<file path="src/rtl/pipeline_pkg.sv">
// Shared definitions for the pipeline hazard sequencer.
//   hz_state_e      : hazard FSM state encodings
//   REG_ZERO        : index of the hard-wired zero register
//   MD_LATENCY_DEF  : default mult/div occupancy in cycles
//   STAT_*          : slot indices of the optional statistics counters
package pipeline_pkg;

  typedef enum logic [1:0] {
    ST_RUN      = 2'd0,
    ST_MEM_WAIT = 2'd1,
    ST_MD_WAIT  = 2'd2
  } hz_state_e;

  localparam int unsigned REG_ZERO       = 0;
  localparam int unsigned MD_LATENCY_DEF = 32;

  localparam int unsigned NUM_STATS  = 4;
  localparam int unsigned STAT_LOAD  = 0;
  localparam int unsigned STAT_MD    = 1;
  localparam int unsigned STAT_MEM   = 2;
  localparam int unsigned STAT_FLUSH = 3;

endpackage

</file>
<file path="src/rtl/md_busy_counter.sv">
// Mult/div occupancy counter: reloads LATENCY-1 on load_i, otherwise counts
// down to zero every cycle; busy_o is high while a HI/LO result is pending.
//   clk, rst : clock, asynchronous active-high reset
//   load_i   : a mult/div is issuing this cycle
//   busy_o   : HI/LO not yet valid
module md_busy_counter
  import pipeline_pkg::*;
#(
  parameter int unsigned LATENCY = MD_LATENCY_DEF
) (
  input  logic clk,
  input  logic rst,
  input  logic load_i,
  output logic busy_o
);

  localparam int unsigned CNT_W = (LATENCY > 2) ? $clog2(LATENCY) : 1;

  logic [CNT_W-1:0] cnt_q;
  logic [CNT_W-1:0] cnt_d;

  // Reload wins over decrement so a back-to-back issue restarts the wait.
  always_comb begin
    cnt_d = cnt_q;
    if (load_i) begin
      cnt_d = CNT_W'(LATENCY - 1);
    end else if (cnt_q != '0) begin
      cnt_d = cnt_q - CNT_W'(1);
    end
  end

  always_ff @(posedge clk or posedge rst) begin
    if (rst) begin
      cnt_q <= '0;
    end else begin
      cnt_q <= cnt_d;
    end
  end

  assign busy_o = (cnt_q != '0);

endmodule

</file>
<file path="src/rtl/hazard_controller.sv">
// Central pipeline sequencer: merges data-memory wait, branch flush, mult/div
// busy and load-use hazards into per-stage write enables and bubble controls.
// Priority: memory freeze > branch flush > md stall > load-use stall.
//   inputs  : clk, rst (async, active-high), id_ex_memread, id_ex_rt,
//             if_id_rs, if_id_rt, if_id_md_use, md_start, branch_taken,
//             dmem_req, dmem_ready
//   outputs : pc_en, if_id_en, id_ex_en, ex_mem_en (stage write enables),
//             if_id_flush, id_ex_flush, mem_wb_flush (bubble insert),
//             md_busy, stat_load/stat_md/stat_mem/stat_flush
// Build option: define HAZARD_STATS_EN for saturating stall/flush counters;
// otherwise the stat_* ports read zero and no counter flops exist.
module hazard_controller
  import pipeline_pkg::*;
#(
  parameter int unsigned REG_AW     = 5,
  parameter int unsigned MD_LATENCY = MD_LATENCY_DEF,
  parameter int unsigned STAT_W     = 16
) (
  input  logic              clk,
  input  logic              rst,
  input  logic              id_ex_memread,
  input  logic [REG_AW-1:0] id_ex_rt,
  input  logic [REG_AW-1:0] if_id_rs,
  input  logic [REG_AW-1:0] if_id_rt,
  input  logic              if_id_md_use,
  input  logic              md_start,
  input  logic              branch_taken,
  input  logic              dmem_req,
  input  logic              dmem_ready,
  output logic              pc_en,
  output logic              if_id_en,
  output logic              id_ex_en,
  output logic              ex_mem_en,
  output logic              if_id_flush,
  output logic              id_ex_flush,
  output logic              mem_wb_flush,
  output logic              md_busy,
  output logic [STAT_W-1:0] stat_load,
  output logic [STAT_W-1:0] stat_md,
  output logic [STAT_W-1:0] stat_mem,
  output logic [STAT_W-1:0] stat_flush
);

  hz_state_e state_q;

  logic frz;
  logic brf;
  logic mds;
  logic lus;
  logic load_use_raw;
  logic md_load;

  // A load to the zero register never produces a usable value, so never stalls.
  assign load_use_raw = id_ex_memread && (id_ex_rt != REG_AW'(REG_ZERO)) &&
                        ((id_ex_rt == if_id_rs) || (id_ex_rt == if_id_rt));

  // One-hot winning hazard for this cycle, resolved by priority.
  assign frz = dmem_req && !dmem_ready;
  assign brf = !frz && branch_taken;
  assign mds = !frz && !brf && md_busy && if_id_md_use;
  assign lus = !frz && !brf && !mds && load_use_raw;

  // A mult/div held in EX by a freeze re-presents later; only count it once it moves.
  assign md_load = md_start && ex_mem_en;

  md_busy_counter #(
    .LATENCY(MD_LATENCY)
  ) u_md_cnt (
    .clk   (clk),
    .rst   (rst),
    .load_i(md_load),
    .busy_o(md_busy)
  );

  // Hazard FSM: tracks whether the pipe is frozen on memory or waiting on HI/LO.
  always_ff @(posedge clk or posedge rst) begin
    if (rst) begin
      state_q <= ST_RUN;
    end else begin
      case (state_q)
        ST_RUN: begin
          if (frz) state_q <= ST_MEM_WAIT;
          else if (mds) state_q <= ST_MD_WAIT;
        end
        ST_MD_WAIT: begin
          if (frz) state_q <= ST_MEM_WAIT;
          else if (!mds) state_q <= ST_RUN;
        end
        ST_MEM_WAIT: begin
          if (!frz) state_q <= mds ? ST_MD_WAIT : ST_RUN;
        end
        default: state_q <= ST_RUN;
      endcase
    end
  end

  // Per-stage enable/flush decode; reset holds every stage and bubbles the pipe.
  always_comb begin
    pc_en        = 1'b1;
    if_id_en     = 1'b1;
    id_ex_en     = 1'b1;
    ex_mem_en    = 1'b1;
    if_id_flush  = 1'b0;
    id_ex_flush  = 1'b0;
    mem_wb_flush = 1'b0;
    if (rst) begin
      pc_en        = 1'b0;
      if_id_en     = 1'b0;
      id_ex_en     = 1'b0;
      ex_mem_en    = 1'b0;
      if_id_flush  = 1'b1;
      id_ex_flush  = 1'b1;
      mem_wb_flush = 1'b1;
    end else if (frz) begin
      pc_en        = 1'b0;
      if_id_en     = 1'b0;
      id_ex_en     = 1'b0;
      ex_mem_en    = 1'b0;
      mem_wb_flush = 1'b1;
    end else if (brf) begin
      if_id_flush  = 1'b1;
      id_ex_flush  = 1'b1;
    end else if (mds || lus) begin
      pc_en        = 1'b0;
      if_id_en     = 1'b0;
      id_ex_flush  = 1'b1;
    end
  end

`ifdef HAZARD_STATS_EN
  logic [NUM_STATS-1:0]             stat_inc;
  logic [NUM_STATS-1:0][STAT_W-1:0] stat_q;

  assign stat_inc[STAT_LOAD]  = lus;
  assign stat_inc[STAT_MD]    = mds;
  assign stat_inc[STAT_MEM]   = frz;
  assign stat_inc[STAT_FLUSH] = brf;

  // Saturating event counters: stick at all-ones rather than wrap.
  always_ff @(posedge clk or posedge rst) begin
    if (rst) begin
      stat_q <= '0;
    end else begin
      for (int i = 0; i < NUM_STATS; i++) begin
        if (stat_inc[i] && (stat_q[i] != '1)) begin
          stat_q[i] <= stat_q[i] + STAT_W'(1);
        end
      end
    end
  end

  assign stat_load  = stat_q[STAT_LOAD];
  assign stat_md    = stat_q[STAT_MD];
  assign stat_mem   = stat_q[STAT_MEM];
  assign stat_flush = stat_q[STAT_FLUSH];
`else
  assign stat_load  = '0;
  assign stat_md    = '0;
  assign stat_mem   = '0;
  assign stat_flush = '0;
`endif

endmodule

</file>
<file path="config.mk">
export PLATFORM = sky130hd
export DESIGN_NAME = hazard_controller
export DESIGN_NICKNAME = d
export VERILOG_FILES = /design/src/rtl/pipeline_pkg.sv /design/src/rtl/md_busy_counter.sv /design/src/rtl/hazard_controller.sv
export SDC_FILE = /design/constraint.sdc
export NUM_CORES = 1
export LEC_CHECK = 0
export ABC_AREA = 1
export BUFFER_PORTS_ARGS = -buffer_cell sky130_fd_sc_hd__buf_2
export CAP_MARGIN = 30
export CORE_ASPECT_RATIO = 1.4
export CORE_UTILIZATION = 40
export DETAILED_ROUTE_END_ITERATION = 8
export PLACE_DENSITY_LB_ADDON = 0.05
export SYNTH_ARGS = -nofsm -noshare
export SYNTH_HDL_FRONTEND = slang
export SYNTH_SLANG_ARGS = --single-unit
</file>
<file path="constraint.sdc">
create_clock -name clk -period 4.28 [get_ports clk]
set_clock_uncertainty 0.15 [all_clocks]
set_input_delay 0.642 -clock clk [delete_from_list [all_inputs] [get_ports clk]]
set_output_delay 0.642 -clock clk [all_outputs]
set_load 0.02 [all_outputs]
</file>
Yosys cells after proc, flatten, opt, wreduce, memory -nomap -nowiden
Index checks and enable logic that the tools add are counted.
Word-level totals
  output and inout bits: 72
  register bits after elaboration: 5
Operators by class
  add/sub/neg operators: 1
  reduce and logical (&&, ||, !) cells: 19
  equal/unequal tests: 2
  muxes and demuxes: 17
Operators with widths (number)
  two-way mux 1 bit: 15
  == test 5 bit: 2
  logical AND 1 bit: 10
  two-way mux 5 bit: 2
  nonzero test 5 bit: 2
  subtractor 5 x 1 -> 5 bit (second input constant): 1
  logical NOT 1 bit: 4
  logical OR 1 bit: 2
  nonzero test 2 bit: 1

Longest topological paths before layout
Gate-level depths: netlist of the first run.
  word-level depth: 16
  mapped depth: 10

Cells and area by module
Synthesis of the first run repeated with hierarchy kept, for this count alone.
Unflattened totals
  cell total of the unflattened synthesis: 165
  area, all modules: 1024.7 um^2
Modules (own cells, without submodules)
  hazard_controller: area each 764.5 um^2, instances 1, cells each 132
  md_busy_counter: area each 260.2 um^2, instances 1, cells each 33

Worst setup path before layout of the first run
OpenSTA, ideal clock, no wires.
  path type: input -> output
  start: in dmem_req
  end: out pc_en
  data arrival time: 1991 ps
  slack: 1497 ps
  required time: 3488 ps
  stages: 6
  path through: inv_1 nor2_1 nor2_1 inv_1 a21oi_1 buf_4
On the way
  longest elaborated chain between the ends: 15
RTL lines
  start: declaration: RTL line hazard_controller.sv:28  | input logic dmem_req,
  logical AND 1 bit *: RTL line hazard_controller.sv:58  | assign frz = dmem_req && !dmem_ready;
  logical NOT 1 bit
  logical AND 1 bit: RTL line hazard_controller.sv:59  | assign brf = !frz && branch_taken;
  logical NOT 1 bit: RTL line hazard_controller.sv:60, hazard_controller.sv:61
  logical AND 1 bit: RTL line hazard_controller.sv:60, hazard_controller.sv:61
  logical AND 1 bit (2 in series): RTL line hazard_controller.sv:60  | assign mds = !frz && !brf && md_busy && if_id_md_use;
  logical NOT 1 bit
  logical AND 1 bit (2 in series): RTL line hazard_controller.sv:61  | assign lus = !frz && !brf && !mds && load_use_raw;
  logical OR 1 bit: RTL line hazard_controller.sv:123  | end else if (mds || lus) begin
  two-way mux 1 bit (2 in series)
  two-way mux 1 bit * (2 in series)
  end: declaration: RTL line hazard_controller.sv:30  | output logic pc_en,
Mark *: on every way between the ends. The rest lies on a longest branch, timed or not.

Worst setup path in the final report of the first run
  start: reg u_md_cnt.cnt_q[0]
  end: out if_id_en
On the way
  longest elaborated chain between the ends: 11
RTL lines
  start: declaration: RTL line md_busy_counter.sv:19  | logic [CNT_W-1:0] cnt_q;
  start signal: assignment: RTL line md_busy_counter.sv:36  | cnt_q <= cnt_d;
  nonzero test 5 bit *: RTL line md_busy_counter.sv:40  | assign busy_o = (cnt_q != '0);
  logical AND 1 bit * (2 in series): RTL line hazard_controller.sv:60
  logical NOT 1 bit
  logical AND 1 bit (2 in series): RTL line hazard_controller.sv:61
  logical OR 1 bit *: RTL line hazard_controller.sv:123
  two-way mux 1 bit *: RTL line hazard_controller.sv:123
  two-way mux 1 bit *: RTL line hazard_controller.sv:120  | end else if (brf) begin
  two-way mux 1 bit *: RTL line hazard_controller.sv:114  | end else if (frz) begin
  two-way mux 1 bit *: RTL line hazard_controller.sv:106  | if (rst) begin
  end: declaration: RTL line hazard_controller.sv:31  | output logic if_id_en,
Marks and branches as above.

==> key figures, run 1 <==
Clock tree
  • CTS Buf Count: 3
  • CTS tree: built
  • Bufs on Longest Clock Path: 2
  • Post-CTS Resized: 0
  • Hold-fix buffers, CTS: 0
  • Clock latency on the worst-skew pair: 0.25 ns
  • Number of clock sinks: 5
  • Clock slew at reported path FFs: 0.05 ns
  • Post-CTS Setup Bufs: 0
  • CTS HTree Levels: 1
  • Root Driver: clkbuf_4

Place
  • Worst slack, placed: 1.90 ns
  • Final RePlAce weighted congestion: 0.800
  • Cell Area, Placed: 963 µm²
  • DP Wirelength: 1410 µm
  • Port buffer count: 30

Finish
  • Synthesis-to-finish area growth: -3.89%
  • N_diodes: 0
  • Final Instance Area: 990 µm²
  • Max reg flops: 5
  • Fillers: 288
  • Final nets: 218
  • Reg with most FFs: u_md_cnt.cnt_q
  • Layout cells sized above 1: 21.4%
  • Biggest regs: u_md_cnt.cnt_q x5

Detailed routing
  • 1st-iter DRT viols: 10
  • Post-route ant nets: 0
  • Via density: 3.46
  • WL/cell: 6.95 µm
  • Pre-Repair DR Iteration Count: 4
  • DRC viols: 0
  • Final WL: 1570 µm
  • Detailed-route via count: 782

Setup path
  • Crit. End Element: output pin
  • CP Launch Type: register
  • CP required: 3.49 ns
  • Arr. time, crit path: 1.63 ns
  • Crit path max fanout: 4
  • Critical path type: reg -> out

Global route
  • Pin count of the biggest net entering global routing: 6
  • Initial antenna violation count: 0
  • First-pass GRT wire length: 2290 µm
  • Vias in the first global route: 607
  • GRT Resource Usage Total: 11.1%
  • GRT overflow: 0

Die
  • Core Region: 0.00242 mm²
  • Die Area: 0.00278 mm²
  • Die Wd: 44.9 µm
  • Initial Util: 42.6%
  • I/O pin count: 95
  • Site Rows: 21
  • Die height: 62.0 µm

Timing
  • Final Setup Violations: 0
  • RSZ-0062 raised after global routing: no
  • Final period utilization: 56.7%
  • Period minus WS final: 2.43 ns
  • Hold Vio Cnt, Final: 0
  • Fmax: 412 MHz
  • Max-slew violation count: 0
  • TNS Setup: 0 ns
  • Final setup margin: 1.85 ns

Logic synthesis
  • Synth Warn #: 0
  • Largest area contributor in the netlist: buf_4
  • Sequential area share after synthesis: 12.2%
  • Ys flop type: dfrtp_1
  • Cell Area, Synth: 0.00103 mm²
  • Synth area leaders: buf_4, dfrtp_1, nand2_1
  • Ys async rst share: 100%
  • Unique cell type count in the Yosys netlist: 21
  • Syn Inst Count: 161
  • Post-synth EDFFs: 0
  • Cell with the most instances after synthesis: buf_4
  • FF+latch count, synth: 5
  • Synth top cells by count: buf_4, nand2_1, inv_1
  • Top-area cell type share of the netlist area: 48.1%
  • Syn avg cell area: 6.40 µm²

Pwr
  • VDD IR-drop max: 0.193 mV
  • P per Cell Area: 272 mW/mm²
  • Total power: 269 µW
  • Leakage: 0.000671 µW

Flow run
  • Max cap viols: 0

Status
  • Status: completed

Hold path
  • Hold Crit Class: in -> async
## through the flow
step                utilization [%]  hold WS [ns]  cells
floorplan                         -         0.271    224
global placement               39.9         0.324    222
detailed placement             39.9         0.332    222
CTS                            40.9         0.160    226
global route                   40.9         0.175    226
finish                         40.9         0.154    226
## cells in the final DEF (no fill, tap or decap), drive strengths merged
master / count
dfrtp: 5
or2: 1
o21ai: 3
nand2: 35
o211ai: 1
inv: 24
a21oi: 2
nand4: 1
buf: 30
clkbuf: 4
xor2: 1
conb: 64
nand3: 4
ha: 2
nor2: 10
xnor2: 3
nor3: 1
clkinv: 1
## layout make-up
cell class / instances / area [µm²] / area share [%]
Clock buffer: 4 / 26.3 / 2.65
Inverter: 25 / 93.8 / 9.48
Multi-Input combinational cell: 128 / 552 / 55.8
Sequential cell: 5 / 125 / 12.6
Tap cell: 34 / 42.5 / 4.30
Timing Repair Buffer: 30 / 150 / 15.2
## final timing paths
| path | cells past startpoint | to | from | slack [ns] |
|---|---|---|---|---|
| worst max-delay path | 9 | if_id_en | u_md_cnt.cnt_q[0] | 1.85 |
| worst min-delay path | 2 | u_md_cnt.cnt_q[2] | rst | 0.15 |
| worst max register to register | 9 | u_md_cnt.cnt_q[3] | u_md_cnt.cnt_q[0] | 2.77 |
| worst min register to register | 2 | u_md_cnt.cnt_q[0] | u_md_cnt.cnt_q[0] | 0.34 |
| max in group asynchronous | 2 | u_md_cnt.cnt_q[3] | rst | 3.65 |
| min in group clk | 2 | u_md_cnt.cnt_q[0] | u_md_cnt.cnt_q[0] | 0.34 |
## where the power goes
group | internal (µW) | switching [µW]
clock network | 35.5 | 22.5
logic | 39.0 | 94.4
registers | 63.4 | 14.6
## cells by family (layout without fill, tap and decap cells)
| kind of cell | count (synthesis) | count (layout) | share of synthesized area, % |
|---|---|---|---|
| XOR/XNOR | 4 | 4 | 3.40 |
| adder cells (fa/ha/maj) | 2 | 2 | 2.43 |
| other | 1 | 64 | 0.364 |
| AND/OR/NAND/NOR | 52 | 52 | 21.3 |
| AO/OA/AOI/OAI | 6 | 6 | 3.16 |
| buffers and inverters | 91 | 59 | 57.2 |
| flip-flops | 5 | 5 | 12.2 |
## worst max-delay path: stages (launching register included)
cell and delay (ns):
dfrtp_1 0.37, inv_1 0.12, ha_1 0.16, inv_1 0.03
nor2_1 0.12, nand2_2 0.10, nand2_1 0.08, nand2_1 0.07
a21oi_1 0.15, buf_2 0.19
## layer usage
layer | wire, µm | global-route usage [%]
met1 | 576 | 11.8
met2 | 853 | 21.2
met3 | 115 | 0.578
met4 | 25 | 6.49
met5 | 0 | 0
No activity file was read; power rests on OpenSTA's default activity.
==> run 2, diff against run 1 <==
- ABC_AREA: 1 -> 0
- CORE_UTILIZATION: 40 -> 36
- clock period: 4.28 -> 2.3 ns (I/O delays scaled with it)
==> key figures, run 2 <==
Hold path
  • Hold Crit Class: in -> reg
  • Hold_sp: md_start

Clock tree
  • Number of clock sinks: 5 (unchanged)
  • CTS HTree Levels: 1 (unchanged)
  • CTS tree: built
  • Bufs on Longest Clock Path: 2 (unchanged)
  • CTS Buf Count: 3 (unchanged)
  • Clock slew at reported path FFs: 0.05 ns (about the same)
  • Clock latency on the worst-skew pair: 0.25 ns (about the same)
  • Root Driver: clkbuf_4

Detailed routing
  • WL/cell: 8.41 µm (+21%)
  • 1st-iter DRT viols: 6 (-4)
  • Via density: 3.65 (+5.6%)
  • Pre-Repair DR Iteration Count: 4 (unchanged)
  • Post-route ant nets: 0 (unchanged)
  • Detailed-route via count: 698 (-11%)
  • Final WL: 1610 µm (+2.3%)
  • DRC viols: 0 (unchanged)

Finish
  • Fillers: 289 (+0.35%)
  • Layout cells sized above 1: 26.1% (+4.8 points)
  • Biggest regs: u_md_cnt.cnt_q x5
  • Final nets: 183 (-16%)
  • Seq. cell area: 125 µm² (unchanged)
  • Fin util: 39.7% (-1.3 points)
  • Finished Layout Cells: 191 (-15%)
  • Reg with most FFs: u_md_cnt.cnt_q
  • Commonest non-fill, non-tap cell in the layout: conb_1
  • Most frequent cells in the layout: conb_1, buf_2, xor2_1
  • N_diodes: 0 (unchanged)
  • Area taken by multi-input logic gates: 566 µm² (+2.5%)
  • Max reg flops: 5 (unchanged)
  • Synthesis-to-finish area growth: 1.03%

Pwr
  • Total power: 551 µW (+100%)
  • VDD IR-drop max: 0.214 mV (+11%)
  • Leakage: 0.000574 µW (-15%)
  • Sw Share: 47.6% (-1.2 points)
  • Clock power share: 19.4% (-2.1 points)
  • Combinational share of power: 52.2% (+2.7 points)
  • P per Cell Area: 562 mW/mm² (+110%)
  • Flop pwr share: 28.4% (-0.6 points)
  • Switch Pwr: 262 µW (+99%)
  • Internal power: 288 µW (+110%)

Die
  • Die height: 63.4 µm (+2.2%)
  • I/O pin count: 95 (unchanged)
  • Die Area: 0.00291 mm² (+4.5%)
  • Die Wd: 45.9 µm (+2.2%)
  • Initial Util: 39.3% (-3.3 points)
  • Site Rows: 21 (unchanged)
  • Core Region: 0.00247 mm² (+2.2%)

Logic synthesis
  • Synth Area in Compound Gates: 8.39% (+5.2 points)
  • Synth area leaders: buf_4, dfrtp_1, xor2_1
  • Cell Area, Synth: 970 µm² (-5.8%)
  • Cell with the most instances after synthesis: buf_4
  • Ys async rst share: 100% (unchanged)
  • Synth top cells by count: buf_4, xor2_1, inv_1, nand2_1, dfrtp_1
  • Syn avg cell area: 7.82 µm² (+22%)
  • Sequential area share after synthesis: 12.9% (+0.75 points)
  • Largest area contributor in the netlist: buf_4
  • Mux share of post-synthesis cell area: 0% (unchanged)
  • Simple-Gate Fraction of Synth Area: 10.8% (-10 points)
  • Synth Warn #: 0 (unchanged)
  • Ys flop type: dfrtp_1
  • Top-area cell type share of the netlist area: 51.1% (+3.0 points)
  • FF+latch count, synth: 5 (unchanged)
  • Post-synthesis adder-cell area fraction: 2.58% (+0.15 points)
  • Largest family of logic cells by synthesized area: buffers and inverters
  • Post-synth EDFFs: 0 (unchanged)
  • Syn Inst Count: 124 (-23%)
  • Synth Area in XOR/XNOR: 9.94% (+6.5 points)
  • Unique cell type count in the Yosys netlist: 26 (+24%)

Timing
  • Hold Vio Cnt, Final: 0 (unchanged)
  • Final Setup Violations: 0 (unchanged)
  • Final period utilization: 96.3%
  • Period minus WS final: 2.21 ns
  • Fin Hold WS: 0.198 ns (+0.0447 ns)
  • RSZ-0062 raised after global routing: no
  • Fmax: 452 MHz
  • TNS Setup: 0 ns (unchanged)
  • Max-slew violation count: 0 (unchanged)

Setup path
  • Worst Path Buf+Inv: 2 (-1)
  • Crit. End Element: output pin
  • Max incr delay on CP: 0.47 ns (+0.10 ns)
  • CP Launch Type: register
  • Worst Setup EP: id_ex_flush
  • CP required: 1.80 ns (-1.69 ns)
  • Crit path max fanout: 3 (-1)
  • CP max-delay cell: or4b_4
  • Crit. path cell count: 6 (-3)
  • Crit path max-delay family: simple AND/OR/NAND/NOR gates
  • Critical Path, Cell by Cell: inv_2 > ha_4 > or4b_4 > a31oi_1 > o21ai_1 > buf_4
  • Critical Path Start: u_md_cnt.cnt_q[0]
  • Arr. time, crit path: 1.72 ns (+0.09 ns)
  • R2R setup slack: 0.58 ns (-2.19 ns)
  • Critical path type: reg -> out
  • Worst r2r src: u_md_cnt.cnt_q[0]
  • R2r endpoint: u_md_cnt.cnt_q[1]
  • Worst reg2reg path depth: 6 (-3)

Place
  • DP Wirelength: 1390 µm (-1.5%)
  • Placed Cells: 183 (-18%)
  • Final RePlAce weighted congestion: 0.733 (-8.4%)
  • Port buffer count: 30 (unchanged)

Flow run
  • Max cap viols: 0 (unchanged)

Global route
  • GRT overflow: 0 (unchanged)
  • GRT Resource Usage Total: 11.8% (+0.73 points)
  • First-pass GRT wire length: 2420 µm (+5.5%)
  • Initial antenna violation count: 0 (unchanged)
  • Pin count of the biggest net entering global routing: 7 (+1)
  • Vias in the first global route: 594 (-2.1%)

Status
  • Status: completed
[run 2: cell types whose count changed after synthesis, moves of 3 or more]
| cell | previous run | this run |
|---|---|---|
| inv_2 | 4 | 0 |
| xor2_1 | 1 | 10 |
| inv_1 | 20 | 6 |
| o211ai_1 | 1 | 4 |
| nand2_1 | 33 | 6 |
| nor2_1 | 9 | 3 |
| nor3_1 | 0 | 4 |
[run 2: kinds of logic after synthesis]
group | after synthesis
xor gates and xnor gates | 11
DFF | 5
buffers and inverters | 74
and+or+nand+nor | 20
adders and majority gates | 2
other | 1
AOI/OAI and AO/OA | 11
[run 2: power by group through the flow]
stage	sequential (µW)	clock [µW]	combinational, µW
3_3_place_gp	155	0	249
4_1_cts	153	110	261
6_report	156	107	287
3_5_place_dp	154	0	251
5_1_grt	159	119	329
2_1_floorplan	145	0	288
[run 2: worst min path at each step]
stage | depth (start not counted) | end | slack (ns)
after floorplan | 1 | u_md_cnt.cnt_q[0] | -0.02
after global placement | 2 | u_md_cnt.cnt_q[4] | 0.15
after detailed placement | 2 | u_md_cnt.cnt_q[4] | 0.14
after CTS | 2 | u_md_cnt.cnt_q[4] | 0.20
after global routing | 2 | u_md_cnt.cnt_q[4] | 0.22
final | 2 | u_md_cnt.cnt_q[4] | 0.20
[run 2: through the flow]
| stage | cell area (µm²) | worst slack [ns] |
|---|---|---|
| final | 980 | 0.0858 |
| after global routing | 980 | 0.00711 |
| after CTS | 945 | -0.00489 |
| after detailed placement | 888 | 0.182 |
| after global placement | 888 | 0.227 |
| after floorplan | 1210 | 0.0884 |
[run 2: what timing repair did]
item | CTS | global route
endpoints found under the setup margin | 3 | 3
hold buffers | 1 | 0
gates resized for setup | 2 | 8
hold endpoints to repair | 5 | 0
gates cloned | 0 | 0
pin swaps | 1 | 1
buffers inserted | 2 | 1
[run 2: layer usage]
metal | wire length, µm | GRT usage [%]
met2 | 937 | 20.1
met1 | 469 | 10.8
met5 | 0 | 0
met4 | 37 | 6.62
met3 | 161 | 5.44
[run 2: final cells by class]
type                            instances  area share [%]
Clock buffer                            4            2.68
Sequential cell                         5            12.8
Multi-Input combinational cell        108            57.7
Tap cell                               34            4.34
Timing Repair Buffer                   34            20.2
Inverter                                6            2.30
